`src/rtl/frame_capture_ctrl.sv`:
```
// Camera frame capture controller: skips warm-up frames after sensor init, then gates
// and counts pixels/lines per frame, flagging frames that do not match the geometry.
module frame_capture_ctrl #(
    parameter int IMAGE_WIDTH  = 1280,
    parameter int IMAGE_HEIGHT = 720,
    parameter int SKIP_FRAMES  = 10
) (
    input  logic        Clk,
    input  logic        Rst_n,
    input  logic        Init_Done,
    input  logic        Start,
    input  logic        Stop,
    input  logic        Single,
    input  logic        DataValid,
    input  logic        DataHs,
    input  logic        DataVs,
    output logic        Out_Valid,
    output logic        Out_Hs,
    output logic        Out_Vs,
    output logic [11:0] Xaddr,
    output logic [11:0] Yaddr,
    output logic        Frame_Done,
    output logic        Frame_Err,
    output logic [15:0] Frame_Cnt,
    output logic        Busy
);

    localparam int SKW = (SKIP_FRAMES > 0) ? $clog2(SKIP_FRAMES + 1) : 1;
    localparam logic [11:0]    X_LAST    = 12'(IMAGE_WIDTH);
    localparam logic [11:0]    Y_LAST    = 12'(IMAGE_HEIGHT);
    localparam logic [SKW-1:0] SKIP_LAST = SKW'(SKIP_FRAMES);

    typedef enum logic [1:0] {
        IDLE,
        WAIT_INIT,
        SKIP,
        CAPTURE
    } state_t;

    state_t         state;
    state_t         state_nxt;
    logic           vs_d;
    logic           hs_d;
    logic           edge_arm;
    logic           vs_rise;
    logic           hs_fall;
    logic [SKW-1:0] skip_cnt;
    logic [SKW-1:0] skip_nxt;
    logic [11:0]    x_nxt;
    logic [11:0]    y_nxt;
    logic           err;
    logic           err_nxt;
    logic           stop_pending;
    logic           stop_nxt;
    logic           single_q;
    logic           single_nxt;
    logic           done_nxt;
    logic           ferr_nxt;
    logic [15:0]    cnt_nxt;
    logic           fwd;
    logic           cap_hold;

    // edge_arm keeps a DataVs already high at reset release from looking like a frame start
    assign vs_rise  = edge_arm & DataVs & ~vs_d;
    assign hs_fall  = ~DataHs & hs_d;
    assign Busy     = (state != IDLE);
    assign cap_hold = (state == CAPTURE) && (state_nxt == CAPTURE);

    always_comb begin
        state_nxt  = state;
        skip_nxt   = skip_cnt;
        x_nxt      = Xaddr;
        y_nxt      = Yaddr;
        err_nxt    = err;
        stop_nxt   = stop_pending;
        single_nxt = single_q;
        done_nxt   = 1'b0;
        ferr_nxt   = 1'b0;
        cnt_nxt    = Frame_Cnt;
        fwd        = 1'b0;
        unique case (state)
            IDLE: begin
                x_nxt    = '0;
                y_nxt    = '0;
                err_nxt  = 1'b0;
                stop_nxt = 1'b0;
                if (Start && !Stop) begin
                    state_nxt  = WAIT_INIT;
                    single_nxt = Single;
                    cnt_nxt    = '0;
                    skip_nxt   = '0;
                end
            end
            WAIT_INIT: begin
                if (Stop) begin
                    state_nxt = IDLE;
                end else if (Init_Done) begin
                    state_nxt = SKIP;
                end
            end
            SKIP: begin
                if (!Init_Done || Stop) begin
                    state_nxt = IDLE;
                end else if (vs_rise) begin
                    if (skip_cnt == SKIP_LAST) begin
                        state_nxt = CAPTURE;
                        x_nxt     = '0;
                        y_nxt     = '0;
                        err_nxt   = 1'b0;
                    end else begin
                        skip_nxt = skip_cnt + SKW'(1);
                    end
                end
            end
            CAPTURE: begin
                if (!Init_Done) begin
                    ferr_nxt  = 1'b1;
                    state_nxt = IDLE;
                    x_nxt     = '0;
                    y_nxt     = '0;
                    err_nxt   = 1'b0;
                    stop_nxt  = 1'b0;
                end else if (vs_rise) begin
                    // frame end and start of the next frame share this edge
                    if (!err && (Yaddr == Y_LAST)) begin
                        done_nxt = 1'b1;
                        cnt_nxt  = Frame_Cnt + 16'd1;
                    end else begin
                        ferr_nxt = 1'b1;
                    end
                    x_nxt   = '0;
                    y_nxt   = '0;
                    err_nxt = 1'b0;
                    if (single_q || stop_pending || Stop) begin
                        state_nxt = IDLE;
                        stop_nxt  = 1'b0;
                    end
                end else begin
                    if (Stop) begin
                        stop_nxt = 1'b1;
                    end
                    if (hs_fall) begin
                        if (Xaddr != X_LAST) begin
                            err_nxt = 1'b1;
                        end
                        x_nxt = '0;
                        if (Yaddr != '1) begin
                            y_nxt = Yaddr + 12'd1;
                        end
                    end else if (DataValid) begin
                        if (Xaddr < X_LAST) begin
                            fwd   = 1'b1;
                            x_nxt = Xaddr + 12'd1;
                        end else begin
                            err_nxt = 1'b1;
                        end
                    end
                end
            end
        endcase
    end

    always_ff @(posedge Clk or negedge Rst_n) begin
        if (!Rst_n) begin
            state <= IDLE;
        end else begin
            state <= state_nxt;
        end
    end

    always_ff @(posedge Clk or negedge Rst_n) begin
        if (!Rst_n) begin
            vs_d         <= 1'b0;
            hs_d         <= 1'b0;
            edge_arm     <= 1'b0;
            skip_cnt     <= '0;
            Xaddr        <= '0;
            Yaddr        <= '0;
            err          <= 1'b0;
            stop_pending <= 1'b0;
            single_q     <= 1'b0;
            Frame_Done   <= 1'b0;
            Frame_Err    <= 1'b0;
            Frame_Cnt    <= '0;
            Out_Valid    <= 1'b0;
            Out_Hs       <= 1'b0;
            Out_Vs       <= 1'b0;
        end else begin
            vs_d         <= DataVs;
            hs_d         <= DataHs;
            edge_arm     <= 1'b1;
            skip_cnt     <= skip_nxt;
            Xaddr        <= x_nxt;
            Yaddr        <= y_nxt;
            err          <= err_nxt;
            stop_pending <= stop_nxt;
            single_q     <= single_nxt;
            Frame_Done   <= done_nxt;
            Frame_Err    <= ferr_nxt;
            Frame_Cnt    <= cnt_nxt;
            // gated by the next state too, so nothing leaks out on the edge that leaves CAPTURE
            Out_Valid    <= fwd & cap_hold;
            Out_Hs       <= DataHs & cap_hold;
            Out_Vs       <= DataVs & cap_hold;
        end
    end

endmodule

```
`config.mk`:
```
export PLATFORM = sky130hd
export DESIGN_NAME = frame_capture_ctrl
export DESIGN_NICKNAME = d
export VERILOG_FILES = /design/src/rtl/frame_capture_ctrl.sv
export SDC_FILE = /design/constraint.sdc
export NUM_CORES = 1
export LEC_CHECK = 0
export ABC_AREA = 1
export CAP_MARGIN = 20
export CORE_UTILIZATION = 55
export CTS_BUF_LIST = sky130_fd_sc_hd__clkbuf_8 sky130_fd_sc_hd__clkbuf_16
export DETAILED_ROUTE_END_ITERATION = 6
export PLACE_DENSITY = 0.9
export SYNTH_ARGS = -nofsm -noshare
export SYNTH_HDL_FRONTEND = slang
export SYNTH_SLANG_ARGS = --single-unit
```
`constraint.sdc`:
```
create_clock -name Clk -period 2 [get_ports Clk]
set_clock_uncertainty 0.05 [all_clocks]
set_input_delay 0.2 -clock Clk [delete_from_list [all_inputs] [get_ports Clk]]
set_output_delay 0.2 -clock Clk [all_outputs]
set_load 0.05 [all_outputs]
```
==> results of run 1 <==
## metrics by stage
stage	worst slack (ps)	TNS, ps
6_report	31.7	0
5_1_grt	-15.4	-29.1
4_1_cts	40.1	0
3_5_place_dp	10.4	0
3_3_place_gp	76.6	0
2_1_floorplan	6.67	0
## power breakdown
group,internal (mW),leakage [nW],switching [mW]
Sequential,1.20,0.783,0.0343
Combinational,0.421,1.24,0.863
Clock,0.819,0.126,0.502
## state kept, by name (all words and copies together), names as in the netlist, 2 cells and up
signal / cells
skip_cnt: 4
Xaddr: 12
Yaddr: 12
state: 2
Frame_Cnt: 16
## per-layer routing
metal,vias to the layer above,global-route usage
li1,1841,-
met1,1844,0.373
met2,177,0.497
met3,33,0.0708
met4,0,0.0909
met5,-,0
## final cells by class
class | count | area [um^2]
Inverter | 70 | 263
Timing Repair Buffer | 72 | 696
Multi-Input combinational cell | 388 | 1990
Clock buffer | 9 | 124
Tap cell | 77 | 96.3
Sequential cell | 57 | 1430
Fill cell | 492 | 1750
Clock inverter | 7 | 111
## final timing paths
check / to / cells after the start
setup / recovery: Yaddr[2] / 1
max in group asynchronous: Yaddr[1] / 3
min in group asynchronous: Out_Vs / 2
hold reg to reg: Frame_Cnt[15] / 2
hold / removal: hs_d / 1
setup reg to reg: Out_Valid / 10
## repair_timing
action                                  4_1_cts  5_1_grt
endpoints found under the hold margin        22        0
pin swaps                                     0        1
hold buffers                                  1        0
gates cloned                                  0        0
setup buffers                                 0        3
endpoints found under the setup margin        3       13
gates resized for setup                       1        5
## placed cells by master (no fill, tap or decap), types with 2 or more instances in the layout
master                              n
sky130_fd_sc_hd__buf_12             2
sky130_fd_sc_hd__nand3_1           55
sky130_fd_sc_hd__nand2_1          135
sky130_fd_sc_hd__a21oi_1           10
sky130_fd_sc_hd__clkbuf_8           9
sky130_fd_sc_hd__nor2_2             3
sky130_fd_sc_hd__nor2_1            64
sky130_fd_sc_hd__inv_1             69
sky130_fd_sc_hd__nor2_4             3
sky130_fd_sc_hd__bufinv_16          3
sky130_fd_sc_hd__nor3_1            19
sky130_fd_sc_hd__nand3_2            5
sky130_fd_sc_hd__o21ai_0           32
sky130_fd_sc_hd__nand3_4            2
sky130_fd_sc_hd__o21ai_2            5
sky130_fd_sc_hd__inv_2              3
sky130_fd_sc_hd__xor2_1             6
sky130_fd_sc_hd__dfrtp_1           55
sky130_fd_sc_hd__buf_4             16
sky130_fd_sc_hd__nand2_2            4
sky130_fd_sc_hd__nand4_1           15
sky130_fd_sc_hd__dfrtp_2            2
sky130_fd_sc_hd__clkdlybuf4s50_1   52
sky130_fd_sc_hd__nand2_4            3
sky130_fd_sc_hd__nor2_8             2
sky130_fd_sc_hd__o21ai_1            4
sky130_fd_sc_hd__nand3b_1           2
sky130_fd_sc_hd__ha_1              11
## cell families after synthesis
kind of cell | count (synthesis) | share of synthesized area
other | 1 | 0.000999
DFF | 57 | 0.380
buffers and inverters | 82 | 0.0920
xor gates and xnor gates | 7 | 0.0163
and+or+nand+nor | 313 | 0.389
adders and majority gates | 12 | 0.0400
AOI/OAI and AO/OA | 55 | 0.0810
==> flow_metrics.tcl, run 1 <==
set metrics [dict create \
    ctsLongestPathBuffers 2 \
    hp-start "DataHs" \
    tightestPinTransition_ps 538 \
    finalHoldWorstSlack_ps 283 \
    viasPerCell 5.73 \
    postSynthRegisterBits 57 \
    place.port_buffers 54 \
    average_cell_area_after_synthesis_um2 7.12 \
    synthDominantAreaCellType "sky130_fd_sc_hd__dfrtp_1" \
    met2_wirelength_mm 4.87 \
    clkTransAtPathRegs_ps 70 \
    max_cap_violations 0 \
    cp_max_fo 7 \
    core_region_area_um2 6460 \
    yosys_warnings 0 \
    nNetsFinal 619 \
    dr.pass1.iters 7 \
    power-per-cell-area_nw_per_um2 814 \
    remaining_drc_errors 3 \
    design_area_um2 4710 \
    fp.dieArea_um2 7160 \
    power.total_mw 3.83 \
    critPathCaptureType "primary output" \
    grt_pass1_wl_mm 16.5 \
    async_reset_ff_frac 1.00 \
    route.antenna.remaining_nets 0 \
    routed_wire_length_per_instance_um 14.7 \
    synth_area_um2 3750 \
    critical_path_top_delay_cell "sky130_fd_sc_hd__clkdlybuf4s50_1" \
    wl_met3_um 716 \
    number_of_h_tree_levels 3 \
    max_stage_delay_ps 860 \
    postSynth.topFlopCell "sky130_fd_sc_hd__dfrtp_1" \
    hpwl_after_dpl_mm 6.95 \
    finalSetupViolations 0 \
    n_antenna_cell 0 \
    highest_layer "met4" \
    failed_checks "DRC" \
    finalHoldViolations 0 \
    grt_max_degree 36 \
    synth_top_cells_by_area "sky130_fd_sc_hd__dfrtp_1 (38%), sky130_fd_sc_hd__nand2_1 (14%), sky130_fd_sc_hd__nand3_1 (7.3%)" \
    track_usage 0.294 \
    timing.hold.worst.class "input pin to register" \
    seq_area_frac_synth 0.380 \
    fraction_of_layout_instances_using_a_drive_strength_above_1 0.113 \
    finish.cell_count_without_fillers 680 \
    cts_buffers 9 \
    detailed_place.area_um2 4420 \
    cp.arrival_ps 1720 \
    ys_types 34 \
    final_gp_congestion 0.934 \
    fin_util 0.729 \
    flow.area_growth_from_synthesis_pct 25.5 \
    path_cells "clkdlybuf4s50_1" \
    critical_path.top_delay_family "buffers and inverters" \
    placed_cells 660 \
    grt_antenna_before_repair 0 \
    clk-insertion-delay-late_ps 350 \
    postSynthNetCount 548 \
    minimum_clock_period_ps 1970 \
    tritoncts "yes" \
    worstSetupStartpoint "Yaddr[2]" \
    p_leak_nw 2.15 \
    num_vias 3895 \
    setup.worst_path.class "register to primary output" \
    fp.dieW_um 84.6 \
    effective_utilization_at_floorplan 0.581 \
    synth_enable_flop_cells 0 \
    wire_length_on_met1_mm 4.19 \
    cts_root_buffer "sky130_fd_sc_hd__clkbuf_8" \
    floorplan.io_pins 55 \
    post-route-period-util 0.984 \
    routed_wl_mm 10.0 \
    cp_num_buf_inv 1 \
    floorplan.rows 29 \
    worst-r2r-setup-slack_ps 130 \
    outcome "complete, but fails checks" \
    synth_top_area_frac 0.380 \
    type_of_element_launching_the_critical_path "register" \
    required_time_of_the_critical_path_ps 1750 \
    timing.final.max_slew_violations 0 \
    synth_commonest_cells "sky130_fd_sc_hd__nand2_1 (135), sky130_fd_sc_hd__inv_1 (67), sky130_fd_sc_hd__nor2_1 (65)" \
    globalRouteOverflowTotal 0 \
    vdd.ir_drop.worst_uv 498 \
    number_of_cells_produced_by_synthesis 527 \
    critical_path.reg2reg.startpoint "state[0]" \
    drt_iter0_markers 287 \
    dieHeight_um 84.6 \
    post-synth-top-count-cell "sky130_fd_sc_hd__nand2_1" \
    max_freq_mhz 508 \
    maxSlewHeadroom 0.641 \
    grt_pass1_vias 3583 \
    cts_num_sinks 57 \
]
Note: power is estimated with default switching activity, not from simulation.
==> run 2: changes to the inputs <==
--- a/config.mk
+++ b/config.mk
@@ -8,8 +8,8 @@
 export ABC_AREA = 1
 export CAP_MARGIN = 20
-export CORE_UTILIZATION = 55
+export CORE_UTILIZATION = 45
 export CTS_BUF_LIST = sky130_fd_sc_hd__clkbuf_8 sky130_fd_sc_hd__clkbuf_16
 export DETAILED_ROUTE_END_ITERATION = 6
-export PLACE_DENSITY = 0.9
+export PLACE_DENSITY = 0.77
 export SYNTH_ARGS = -nofsm -noshare
 export SYNTH_HDL_FRONTEND = slang
==> constraint.sdc (replaced) <==
create_clock -name Clk -period 2.1 [get_ports Clk]
set_clock_uncertainty 0.05 [all_clocks]
set_input_delay 0.21 -clock Clk [delete_from_list [all_inputs] [get_ports Clk]]
set_output_delay 0.21 -clock Clk [all_outputs]
set_load 0.01 [all_outputs]
==> run 2 against run 1 <==
Net effect:
- the flow now finishes without violations
- combinational power down 16%
- power decreased by 12%
- non-clock buffer count decreased by 3
- global-route usage fell by 6.3 points
- core utilization shrank 14 points
- flip-flop and latch count is the same
- sequential power fell by 5%
- sequential share of layout area increased by 0.18 points
- die area grew 22%
- critical path depth grew 3
- cell count grew 3.1%
- critical path type unchanged
==> flow_metrics.tcl, run 2 (same netlist as run 1, synthesis figures left out) <==
set metrics [dict create \
    sw_frac_of_total 0.350 \
    top_register "Frame_Cnt" \
    n_antenna_cell 0 \
    worst_path_most_repeated_cell "sky130_fd_sc_hd__inv_1" \
    critical_path_top_delay_cell "sky130_fd_sc_hd__clkdlybuf4s50_1" \
    globalRouteOverflowTotal 0 \
    dieHeight_um 93.3 \
    routed_wl_mm 9.11 \
    fraction_of_layout_instances_using_a_drive_strength_above_1 0.100 \
    tightestPinTransition_ps 719 \
    fillerInstances 699 \
    fp.dieArea_um2 8710 \
    grt_max_degree 58 \
    largest_registers "Frame_Cnt: 16 flops, Xaddr: 12 flops, Yaddr: 12 flops" \
    power-per-cell-area_nw_per_um2 720 \
    minimum_clock_period_ps 1990 \
    max_freq_mhz 501 \
    timing.final.max_slew_violations 0 \
    fin_util 0.592 \
    finalHoldViolations 0 \
    cts_buffers 9 \
    postCtsSetupRepairBufs 0 \
    effective_utilization_at_floorplan 0.476 \
    layout.area.seq_um2 1430 \
    path_cells "inv_1 > ha_1 > inv_1 > clkdlybuf4s50_1" \
    floorplan.io_pins 55 \
    core_region_area_um2 7890 \
    pre_cts_slack_ps 60.1 \
    fp.dieW_um 93.3 \
    clkTransAtPathRegs_ps 60 \
    post-route-period-util 0.950 \
    viasPerCell 5.26 \
    total_switching_power_mw 1.18 \
    nNetsFinal 616 \
    most-common-layout-cells "sky130_fd_sc_hd__nand2_1 (135), sky130_fd_sc_hd__inv_1 (69), sky130_fd_sc_hd__nor2_1 (65)" \
    maxSlewHeadroom 0.521 \
    tritoncts "yes" \
    floorplan.rows 32 \
    cts_root_buffer "sky130_fd_sc_hd__clkbuf_8" \
    drt_iter0_markers 268 \
    max_cap_violations 0 \
    place.port_buffers 54 \
    outcome "finished, final reports clean" \
    detailed_place.area_um2 4450 \
    grt_pass1_wl_mm 15.8 \
    hpwl_after_dpl_mm 6.75 \
    clockPowerShare 0.331 \
    cp.arrival_ps 1730 \
    track_usage 0.231 \
    number_of_h_tree_levels 3 \
    timing.hold.worst.class "input pin to register" \
    final.setup.worst_slack_ps 105 \
    multiInputGateArea_um2 1980 \
    rsz0062_at_grt "false" \
    type_of_element_launching_the_critical_path "register" \
    grt_antenna_before_repair 0 \
    required_time_of_the_critical_path_ps 1840 \
    finalSetupViolations 0 \
    remaining_drc_errors 0 \
    cts_num_sinks 57 \
    setup.worst_path.class "register to primary output" \
    final_gp_congestion 0.905 \
    finalHoldWorstSlack_ps 316 \
    grt_pass1_vias 3433 \
    vdd.ir_drop.worst_uv 440 \
    flow.area_growth_from_synthesis_pct 24.5 \
    max_stage_delay_ps 540 \
    setup_total_negative_slack_ps 0 \
    combPwrFrac 0.321 \
    layout.cells.most_common "sky130_fd_sc_hd__nand2_1" \
    dr.pass1.iters 5 \
    p_leak_nw 2.12 \
    critPathCaptureType "primary output" \
    ctsLongestPathBuffers 2 \
    power.share.sequential 0.348 \
    route.antenna.remaining_nets 0 \
    clk-insertion-delay-late_ps 340 \
    num_vias 3688 \
    power.internal_mw 2.19 \
    design_area_um2 4670 \
    routed_wire_length_per_instance_um 13.0 \
    largest_reg_flops 16 \
    cp_max_fo 5 \
]
## run 2: cell types whose count changed in the layout (fill, tap and decap cells not counted), sizes merged
cell,before,now
buf,19,15
bufinv,3,2
clkbuf,9,10
clkdlybuf4s50,52,53
clkinv,2,1
## run 2: path summary, 6_finish.rpt
path,cells after the start,startpoint,endpoint,slack [ps]
setup / recovery,4,state[0],Busy,110
min in group asynchronous,3,Rst_n,skip_cnt[2],490
hold reg to reg,2,err,err,450
max in group asynchronous,3,Rst_n,Frame_Cnt[6],1040
setup reg to reg,10,state[0],Out_Vs,220
hold / removal,1,DataHs,hs_d,320
## run 2: stage by stage
step,power (mW),std cells
floorplan,1.98,527
global placement,2.23,685
detailed placement,2.26,685
CTS,3.38,701
global route,3.57,701
finish,3.37,701
## run 2: per-layer routing
layer / GRT usage / up-vias / routed length [um]
met3: 0.0577 / 10 / 601
met2: 0.371 / 137 / 4340
li1: - / 1831 / -
met5: 0 / - / 0
met4: 0.0782 / 0 / 110
met1: 0.303 / 1710 / 4060
## run 2: what timing repair did
| item | 4_1_cts | 5_1_grt |
|---|---|---|
| hold buffers | 1 | 0 |
| endpoints found under the hold margin | 52 | 0 |
| endpoints found under the setup margin | 0 | 3 |
| gates resized for setup | 0 | 1 |
## run 2: area by class of cell
| class | instances | area share |
|---|---|---|
| Multi-Input combinational cell | 388 | 0.424 |
| Sequential cell | 57 | 0.305 |
| Timing Repair Buffer | 69 | 0.142 |
| Inverter | 70 | 0.0562 |
| Clock buffer | 10 | 0.0295 |
| Tap cell | 102 | 0.0273 |
| Clock inverter | 5 | 0.0155 |
## run 2: power by group through the flow
stage	Combinational [mW]	Clock, mW	Sequential, mW
after global routing	1.20	1.19	1.18
after global placement	1.04	0	1.19
after floorplan	0.799	0	1.19
after detailed placement	1.07	0	1.19
final	1.08	1.11	1.17
after CTS	1.08	1.14	1.17
## run 2: critical path, delay by kind of cell, from the launching register on
family | cells | cell delay, ps
buffers and inverters | 3 | 770
adders and majority gates | 1 | 240
DFF | 1 | 380
==> run 3: changes to the inputs <==
Settings changed: CAP_MARGIN 20 to unset, PLACE_DENSITY 0.77 to 0.69.
==> run 3 against run 2 <==
Net effect:
- global-route usage is essentially flat
- via count shrank 2.0%
- non-clock buffer count shrank 2
- first-iteration DRC count shrank 48%
- sequential share of layout area grew 0.13 points
- clock power shrank 15%
- critical path type is now register to register
- largest cell class unchanged
==> flow_metrics.tcl, run 3 (same netlist as run 1, synthesis figures left out) <==
set metrics [dict create \
    max_cap_violations 0 \
    max_freq_mhz 526 \
    finalHoldViolations 0 \
    dieHeight_um 93.3 \
    route.antenna.remaining_nets 0 \
    fp.dieW_um 93.3 \
    viasPerCell 5.16 \
    cts_num_sinks 57 \
    timing.hold.worst.class "input pin to register" \
    most-common-layout-cells "sky130_fd_sc_hd__nand2_1 (135), sky130_fd_sc_hd__inv_1 (67), sky130_fd_sc_hd__nor2_1 (65)" \
    flow.area_growth_from_synthesis_pct 24.1 \
    dr.pass1.iters 5 \
    ctsLongestPathBuffers 2 \
    max_stage_delay_ps 480 \
    path_cells "inv_1 > ha_1 > nand2_1 > nor3_1 > nand3_1 > nand2_1 > nand2_1 > buf_12 > nand2_1 > o21ai_0" \
    critical_path_top_delay_cell "sky130_fd_sc_hd__dfrtp_1" \
    cp.arrival_ps 2070 \
    track_usage 0.231 \
    finalSetupViolations 0 \
    floorplan.io_pins 55 \
    core_region_area_um2 7890 \
    cp_max_fo 21 \
    clkTransAtPathRegs_ps 70 \
    place.port_buffers 54 \
    critical_r2r_capture "Frame_Cnt[9]" \
    p_leak_nw 2.09 \
    effective_utilization_at_floorplan 0.476 \
    hpwl_after_dpl_mm 6.79 \
    layout.cells.most_common "sky130_fd_sc_hd__nand2_1" \
    nNetsFinal 614 \
    outcome "finished, final reports clean" \
    worst_path_depth 10 \
    top_register "Frame_Cnt" \
    largest_registers "Frame_Cnt: 16 flops, Xaddr: 12 flops, Yaddr: 12 flops" \
    largest_reg_flops 16 \
    cts_root_buffer "sky130_fd_sc_hd__clkbuf_8" \
    grt_pass1_wl_mm 15.8 \
    post-route-period-util 0.906 \
    num_vias 3614 \
    grt_pass1_vias 3380 \
    critical_path.top_delay_family "simple AND/OR/NAND/NOR gates" \
    remaining_drc_errors 0 \
    timing.final.max_slew_violations 0 \
    grt_antenna_before_repair 0 \
    cp_num_buf_inv 2 \
    number_of_h_tree_levels 3 \
    critPathCaptureType "register" \
    worst-r2r-setup-slack_ps 200 \
    final_gp_congestion 0.839 \
    power-per-cell-area_nw_per_um2 681 \
    tritoncts "yes" \
    setup_total_negative_slack_ps 0 \
    power.total_mw 3.17 \
    fraction_of_layout_instances_using_a_drive_strength_above_1 0.105 \
    required_time_of_the_critical_path_ps 2270 \
    routed_wire_length_per_instance_um 13.2 \
    finish.cell_count_without_fillers 700 \
    critical_path.reg2reg.startpoint "Yaddr[0]" \
    worst_setup_path_endpoint "Frame_Cnt[9]" \
    worst_path_most_repeated_cell "sky130_fd_sc_hd__nand2_1" \
    globalRouteOverflowTotal 0 \
    clk-insertion-delay-late_ps 340 \
    setup.worst_path.class "register to register" \
    rsz0062_at_grt "false" \
    placed_cells 683 \
    postCtsSetupRepairBufs 0 \
    finalHoldWorstSlack_ps 311 \
    reg2reg_depth 10 \
    floorplan.rows 32 \
    fp.dieArea_um2 8710 \
    grt_max_degree 58 \
    vdd.ir_drop.worst_uv 347 \
    cts_buffers 9 \
    type_of_element_launching_the_critical_path "register" \
    routed_wl_mm 9.25 \
    n_antenna_cell 0 \
    worstSetupStartpoint "Yaddr[0]" \
    fin_util 0.590 \
    drt_iter0_markers 140 \
    minimum_clock_period_ps 1900 \
]
## run 3: cell count changes in the layout (fill, tap and decap cells not counted), moves of 2 or more
cell | before | now
sky130_fd_sc_hd__bufinv_16 | 2 | 0
sky130_fd_sc_hd__buf_4 | 13 | 10
sky130_fd_sc_hd__clkinvlp_4 | 0 | 4
sky130_fd_sc_hd__inv_1 | 69 | 67
sky130_fd_sc_hd__clkinv_4 | 0 | 2
## run 3: worst min-delay path by stage
stage / from / end / slack [ps] / cells after the start
3_3_place_gp: Rst_n / single_q / 190 / 2
6_report: DataHs / hs_d / 310 / 1
2_1_floorplan: Rst_n / Frame_Cnt[0] / -140 / 0
3_5_place_dp: Rst_n / Out_Vs / 190 / 2
5_1_grt: DataHs / hs_d / 320 / 1
4_1_cts: DataHs / hs_d / 300 / 1
## run 3: report_power, final
group	leakage [nW]	switching [mW]	internal [mW]
Combinational	1.23	0.714	0.334
Sequential	0.784	0.0365	1.14
Clock	0.0781	0.511	0.434
## run 3: metrics by stage
stage | instance area, um^2 | setup slack, ps
finish | 4660 | 198
global route | 4660 | 17.5
CTS | 4640 | 58.0
detailed placement | 4450 | 77.4
global placement | 4450 | 103
floorplan | 3750 | 316
## run 3: cell type report
type / count / area [um^2]
fillers: 744 / 3230
clock buffers: 9 / 124
clock inverters: 7 / 56.3
flip-flops and latches: 57 / 1430
multi-input cells: 388 / 2000
inverters: 70 / 263
well taps: 102 / 128
repair buffers: 67 / 663
## run 3: repair_timing
item | in CTS | in global routing
hold buffers | 1 | 0
resized for setup | 0 | 5
hold endpoints to repair | 57 | 0
setup endpoints to repair | 0 | 16
## run 3: layer usage
layer,wire [um],GRT usage,vias up
li1,-,-,1829
met1,4290,0.310,1674
met2,4350,0.371,103
met3,525,0.0472,8
met4,86,0.0769,0
met5,0,0,-
